$ cat src/rtl/adc_sample_sched.sv
// adc_sample_sched: schedules TLC549 conversions, either periodically (run) or
// on demand (snap_req), and publishes the result on smp_data/smp_valid.
// Optional feature: define ADC_SCHED_AVG_EN to take 4 conversions per sample
// and publish their truncated mean; otherwise a single conversion is passed
// through unmodified.
module adc_sample_sched #(
  parameter int CLK_HZ      = 50000000,
  parameter int SAMPLE_HZ   = 1000,
  parameter int TIMEOUT_CYC = 4096
) (
  input  logic       CLOCK_50,
  input  logic       RST,
  input  logic       run,
  input  logic       snap_req,
  input  logic       err_clr,
  output logic       adc_req,
  input  logic       adc_done,
  input  logic [7:0] adc_data,
  output logic [7:0] smp_data,
  output logic       smp_valid,
  output logic       busy,
  output logic       err_timeout,
  output logic       err_overrun
);

  localparam int PERIOD = CLK_HZ / SAMPLE_HZ;
  localparam int PW     = (PERIOD > 1) ? $clog2(PERIOD) : 1;
  localparam int TW     = $clog2(TIMEOUT_CYC + 1);
`ifdef ADC_SCHED_AVG_EN
  localparam int NCONV  = 4;
`else
  localparam int NCONV  = 1;
`endif

  typedef enum logic [1:0] {IDLE, REQ, WAIT, DONE} state_t;

  state_t        state;
  logic [PW-1:0] pcnt;
  logic [TW-1:0] tcnt;
  logic [1:0]    conv_cnt;
  logic          tick;
  logic          last_conv;
  logic          timeout_hit;
  logic          timeout_set;
  logic          overrun_set;

`ifdef ADC_SCHED_AVG_EN
  logic [9:0] acc;
  logic [9:0] acc_next;

  // Mean of four 8-bit samples: drop the two LSBs of the 10-bit sum.
  function automatic logic [7:0] avg4_trunc(input logic [9:0] sum);
    return sum[9:2];
  endfunction

  assign acc_next = acc + {2'b00, adc_data};
`endif

  assign tick        = run && (pcnt == PW'(PERIOD - 1));
  assign last_conv   = (conv_cnt == 2'(NCONV - 1));
  // tcnt holds the number of cycles since adc_req, so the abort lands
  // TIMEOUT_CYC cycles after the request that went unanswered.
  assign timeout_hit = (tcnt == TW'(TIMEOUT_CYC - 1));
  assign timeout_set = (state == WAIT) && !adc_done && timeout_hit;
  assign overrun_set = tick && (state != IDLE);

  // Free-running sample-period counter; held at zero while run is low.
  always_ff @(posedge CLOCK_50 or posedge RST) begin
    if (RST) begin
      pcnt <= '0;
    end else if (!run || tick) begin
      pcnt <= '0;
    end else begin
      pcnt <= pcnt + 1'b1;
    end
  end

  // Burst sequencer with registered adc_req/busy/smp_valid/smp_data.
  always_ff @(posedge CLOCK_50 or posedge RST) begin
    if (RST) begin
      state     <= IDLE;
      tcnt      <= '0;
      conv_cnt  <= '0;
      adc_req   <= 1'b0;
      busy      <= 1'b0;
      smp_valid <= 1'b0;
      smp_data  <= 8'h00;
`ifdef ADC_SCHED_AVG_EN
      acc       <= '0;
`endif
    end else begin
      adc_req   <= 1'b0;
      smp_valid <= 1'b0;
      case (state)
        IDLE: begin
          // A coincident tick and snap_req still start just one burst.
          if (tick || snap_req) begin
            state    <= REQ;
            adc_req  <= 1'b1;
            busy     <= 1'b1;
            conv_cnt <= '0;
`ifdef ADC_SCHED_AVG_EN
            acc      <= '0;
`endif
          end
        end
        REQ: begin
          state <= WAIT;
          tcnt  <= TW'(1);
        end
        WAIT: begin
          if (adc_done) begin
`ifdef ADC_SCHED_AVG_EN
            acc <= acc_next;
`endif
            if (last_conv) begin
              state     <= DONE;
              smp_valid <= 1'b1;
`ifdef ADC_SCHED_AVG_EN
              smp_data  <= avg4_trunc(acc_next);
`else
              smp_data  <= adc_data;
`endif
            end else begin
              state    <= REQ;
              adc_req  <= 1'b1;
              conv_cnt <= conv_cnt + 1'b1;
            end
          end else if (timeout_hit) begin
            // Abandon the burst; the published sample stays as it was.
            state <= IDLE;
            busy  <= 1'b0;
          end else begin
            tcnt <= tcnt + 1'b1;
          end
        end
        DONE: begin
          state <= IDLE;
          busy  <= 1'b0;
        end
        default: begin
          state <= IDLE;
          busy  <= 1'b0;
        end
      endcase
    end
  end

  // Sticky error flags; a set in the same cycle as err_clr takes priority.
  always_ff @(posedge CLOCK_50 or posedge RST) begin
    if (RST) begin
      err_timeout <= 1'b0;
      err_overrun <= 1'b0;
    end else begin
      err_timeout <= timeout_set || (err_timeout && !err_clr);
      err_overrun <= overrun_set || (err_overrun && !err_clr);
    end
  end

endmodule

$ cat config.mk
export PLATFORM = sky130hd
export DESIGN_NAME = adc_sample_sched
export DESIGN_NICKNAME = d
export VERILOG_FILES = /design/src/rtl/adc_sample_sched.sv
export SDC_FILE = /design/constraint.sdc
export NUM_CORES = 1
export LEC_CHECK = 0
export CORE_ASPECT_RATIO = 2
export CORE_MARGIN = 3
export CORE_UTILIZATION = 57
export CTS_BUF_LIST = sky130_fd_sc_hd__clkbuf_2
export CTS_CLUSTER_SIZE = 14
export DETAILED_ROUTE_END_ITERATION = 16
export PLACE_DENSITY = 0.81
export SLEW_MARGIN = 20
export SYNTH_ARGS = -nofsm -noshare
export SYNTH_HDL_FRONTEND = slang
export SYNTH_SLANG_ARGS = --single-unit
$ cat constraint.sdc
create_clock -name CLOCK_50 -period 2.1 [get_ports CLOCK_50]
set_input_delay 0.525 -clock CLOCK_50 [delete_from_list [all_inputs] [get_ports CLOCK_50]]
set_output_delay 0.525 -clock CLOCK_50 [all_outputs]
set_load 0.005 [all_outputs]
==> results.toml <==
[layout]
layout-drive-gt1-share_pct = 17.83
final_area_sq_um = 2738
num_antenna_cells = 0
syn_to_final_growth_pct = 22.51
nNetsFinal = 274

[global_routing]
grt_overflow = 0
grt_start_max_net_pins = 30
grt_pass1_vias = 1898
grt_antenna_before_repair = 0
grt_pass1_wl_um = 8811
grt.total_usage_pct = 24.85

[drt]
drc = 0
drt_iter0_drc = 41
num_vias = 1797
first_pass_iters = 4
finalWirelength_um = 5063
via_per_inst = 5.853
ant_nets = 0
wl_per_cell_um = 16.49

[cts]
cts_setup_buffers = 0
cts_max_level = 2
cts_tree = "built"
clockRootBuffer = "clkbuf_2"
clock_latency_ns = 0.45
cts_hold_buf = 0
clock-sinks = 46
numCtsBuffers = 5
clock_path_buffers = 2
cts.reportedPaths.clkPinSlew_ns = 0.25

[die]
start_util_pct = 60.65
core-area_sq_um = 3685
num_rows = 31
die_w_um = 50.28
die_h_um = 94.55
ioPinCount = 27
die_area_sq_um = 4754

[place]
place.gp.congestion = 0.8456
placed_area_sq_um = 2691
portBuffers = 26
dpl.hpwl_um = 3887

[power_and_ir_drop]
power_w = 0.002250
p_seq_share_pct = 50.5
clock_power_share_pct = 16.4
power.internal_w = 0.001527
p_switching_w = 0.0007228
p_leak_nw = 1.175
p_sw_share_pct = 32.13
combPwrFrac_pct = 33.2
irDropWorstVdd_uv = 475.2
p_per_area_nw_per_um2 = 821.9

[critical_path]
cpMaxStageDelayCell = "clkdlybuf4s50_1"
path_buf_inv = 1
crit_path_end_kind = "output pin"
critPathMaxStageDelay_ns = 0.51
required_ns = 1.57
worstPathArrival_ns = 1.39
cp_max_fo = 3
crit_family = "buffers and inverters"
path_cells = "clkdlybuf4s50_1"
crit_type = "flop to output pin"
start_kind = "flop"

[logic_synthesis]
async_reset_ff_share_pct = 100.0
syn_avg_cell_area_sq_um = 10.69
netlist_instances = 209
synth_top_cells_by_area = "dfrtp_1 (52%), mux2_2 (4.5%), xnor2_1 (3.9%)"
ys_top_cells_by_count = "dfrtp_1 (46), nor2_1 (18), nand3_1 (15)"
yosysTopAreaCellShare_pct = 51.51
ys_seq_area_share_pct = 51.51
synth_edf_count = 0
ys.flop_type = "dfrtp_1"
synth_cell_types = 42
synth_nets = 226
synth_area_leader_cell = "dfrtp_1"
yosys_warnings = 0
ys_ff_latch = 46
synth_area_sq_um = 2235
synth_most_common_cell = "dfrtp_1"

[timing]
period_needed_ns = 1.920
fmax_mhz = 520.8
report.final.slew_viol_count = 0
hold_viol_final = 0
rsz0062_at_grt = "no"
tightest_slew_ns = 0.4982
relSlewSlack_pct = 66.42
fin_worst_skew_ns = 0.04087
setup_viol = 0
period_share_pct = 91.43

[job]
maxCapViolations = 0

[hold_path]
hp-class = "primary input to async pin"

[run_status]
status = "completed"
-- power groups by stage --
stage	combinational, W	sequential (W)	clock, W
after floorplan	0.000358	0.00115	0
after global placement	0.000734	0.00114	0
after detailed placement	0.000748	0.00115	0
after CTS	0.000752	0.00113	0.000378
after global routing	0.000818	0.00116	0.000413
final	0.000746	0.00114	0.000368
-- through the flow --
| stage | util [%] | setup WS (ns) | hold slack, ns | setup TNS [ns] | cells |
|---|---|---|---|---|---|
| 5_1_grt | 74.30 | 0.06243 | 0.3493 | 0 | 307 |
| 3_3_place_gp | 73.04 | 0.01043 | 0.4676 | 0 | 299 |
| 6_report | 74.30 | 0.1800 | 0.3470 | 0 | 307 |
| 3_5_place_dp | 73.04 | -0.01052 | 0.4761 | -0.01052 | 299 |
| 2_1_floorplan | - | 0.3655 | 0.4489 | 0 | 209 |
| 4_1_cts | 74.09 | 0.03646 | 0.3419 | 0 | 307 |
-- area by class of cell --
| type | instances | area, sq um |
|---|---|---|
| Clock buffer | 6 | 30.03 |
| Clock inverter | 2 | 8.758 |
| Fill cell | 265 | 947.2 |
| Inverter | 11 | 41.29 |
| Multi-Input combinational cell | 147 | 1022 |
| Sequential cell | 46 | 1151 |
| Tap cell | 49 | 61.31 |
| Timing Repair Buffer | 46 | 422.9 |
-- placed cells by master (no fill, tap or decap), types with 3 or more instances in the layout --
master            n
a21oi_1           8
nand2b_1          3
nor3_1            5
xnor2_1          10
a22o_1            5
nand2_1          11
xor2_1            3
clkbuf_2          6
nand3_1          15
ha_1              3
nor4_1            7
inv_1            10
nor2_1           18
or3_1             5
nand4_1           9
clkdlybuf4s50_1  26
mux2_2            9
dfrtp_1          46
o21ai_0           7
buf_4            19
o211ai_1          3
-- layer usage --
layer  vias to the layer above  GRT usage (%)  share of wire (%)
met5                         -              0                  0
met4                         0          15.47                1.7
met3                         7          4.423                2.0
met2                        30          45.09                 61
met1                       891          25.42                 35
li1                        869              -                  -
-- logic make-up after synthesis --
kind of cell / share of synthesized area [%]
buffers and inverters: 3.079
adder cells (fa/ha/maj): 1.680
XOR/XNOR: 5.095
AO/OA/AOI/OAI: 11.03
AND/OR/NAND/NOR: 22.17
flip-flops: 51.51
multiplexers: 5.431
-- flip-flops by register name, summed over array words and instances (netlist names) --
signal	cells
pcnt	16
tcnt	13
smp_data	8
conv_cnt	2
state	2
adc_req	1
busy	1
err_overrun	1
err_timeout	1
smp_valid	1
-- worst paths after layout --
check | from | to | slack (ns) | cells past startpoint
setup / recovery | busy$_DFFE_PP0P_ | busy | 0.18 | 1
hold / removal | RST | err_overrun$_DFF_PP0_ | 0.35 | 2
setup reg to reg | tcnt[1]$_DFFE_PP0P_ | tcnt[0]$_DFFE_PP0P_ | 0.18 | 6
hold reg to reg | pcnt[0]$_DFF_PP0_ | pcnt[0]$_DFF_PP0_ | 0.50 | 1
max in group asynchronous | RST | state[0]$_DFFE_PP0P_ | 1.22 | 3
min in group CLOCK_50 | pcnt[0]$_DFF_PP0_ | pcnt[0]$_DFF_PP0_ | 0.50 | 1
-- timing repair --
| action | in CTS | in global routing |
|---|---|---|
| setup endpoints to repair | 0 | 4 |
| resized for setup | 0 | 1 |
| endpoints found under the hold margin | 0 | 0 |
Power figures use the tool's default switching activity.
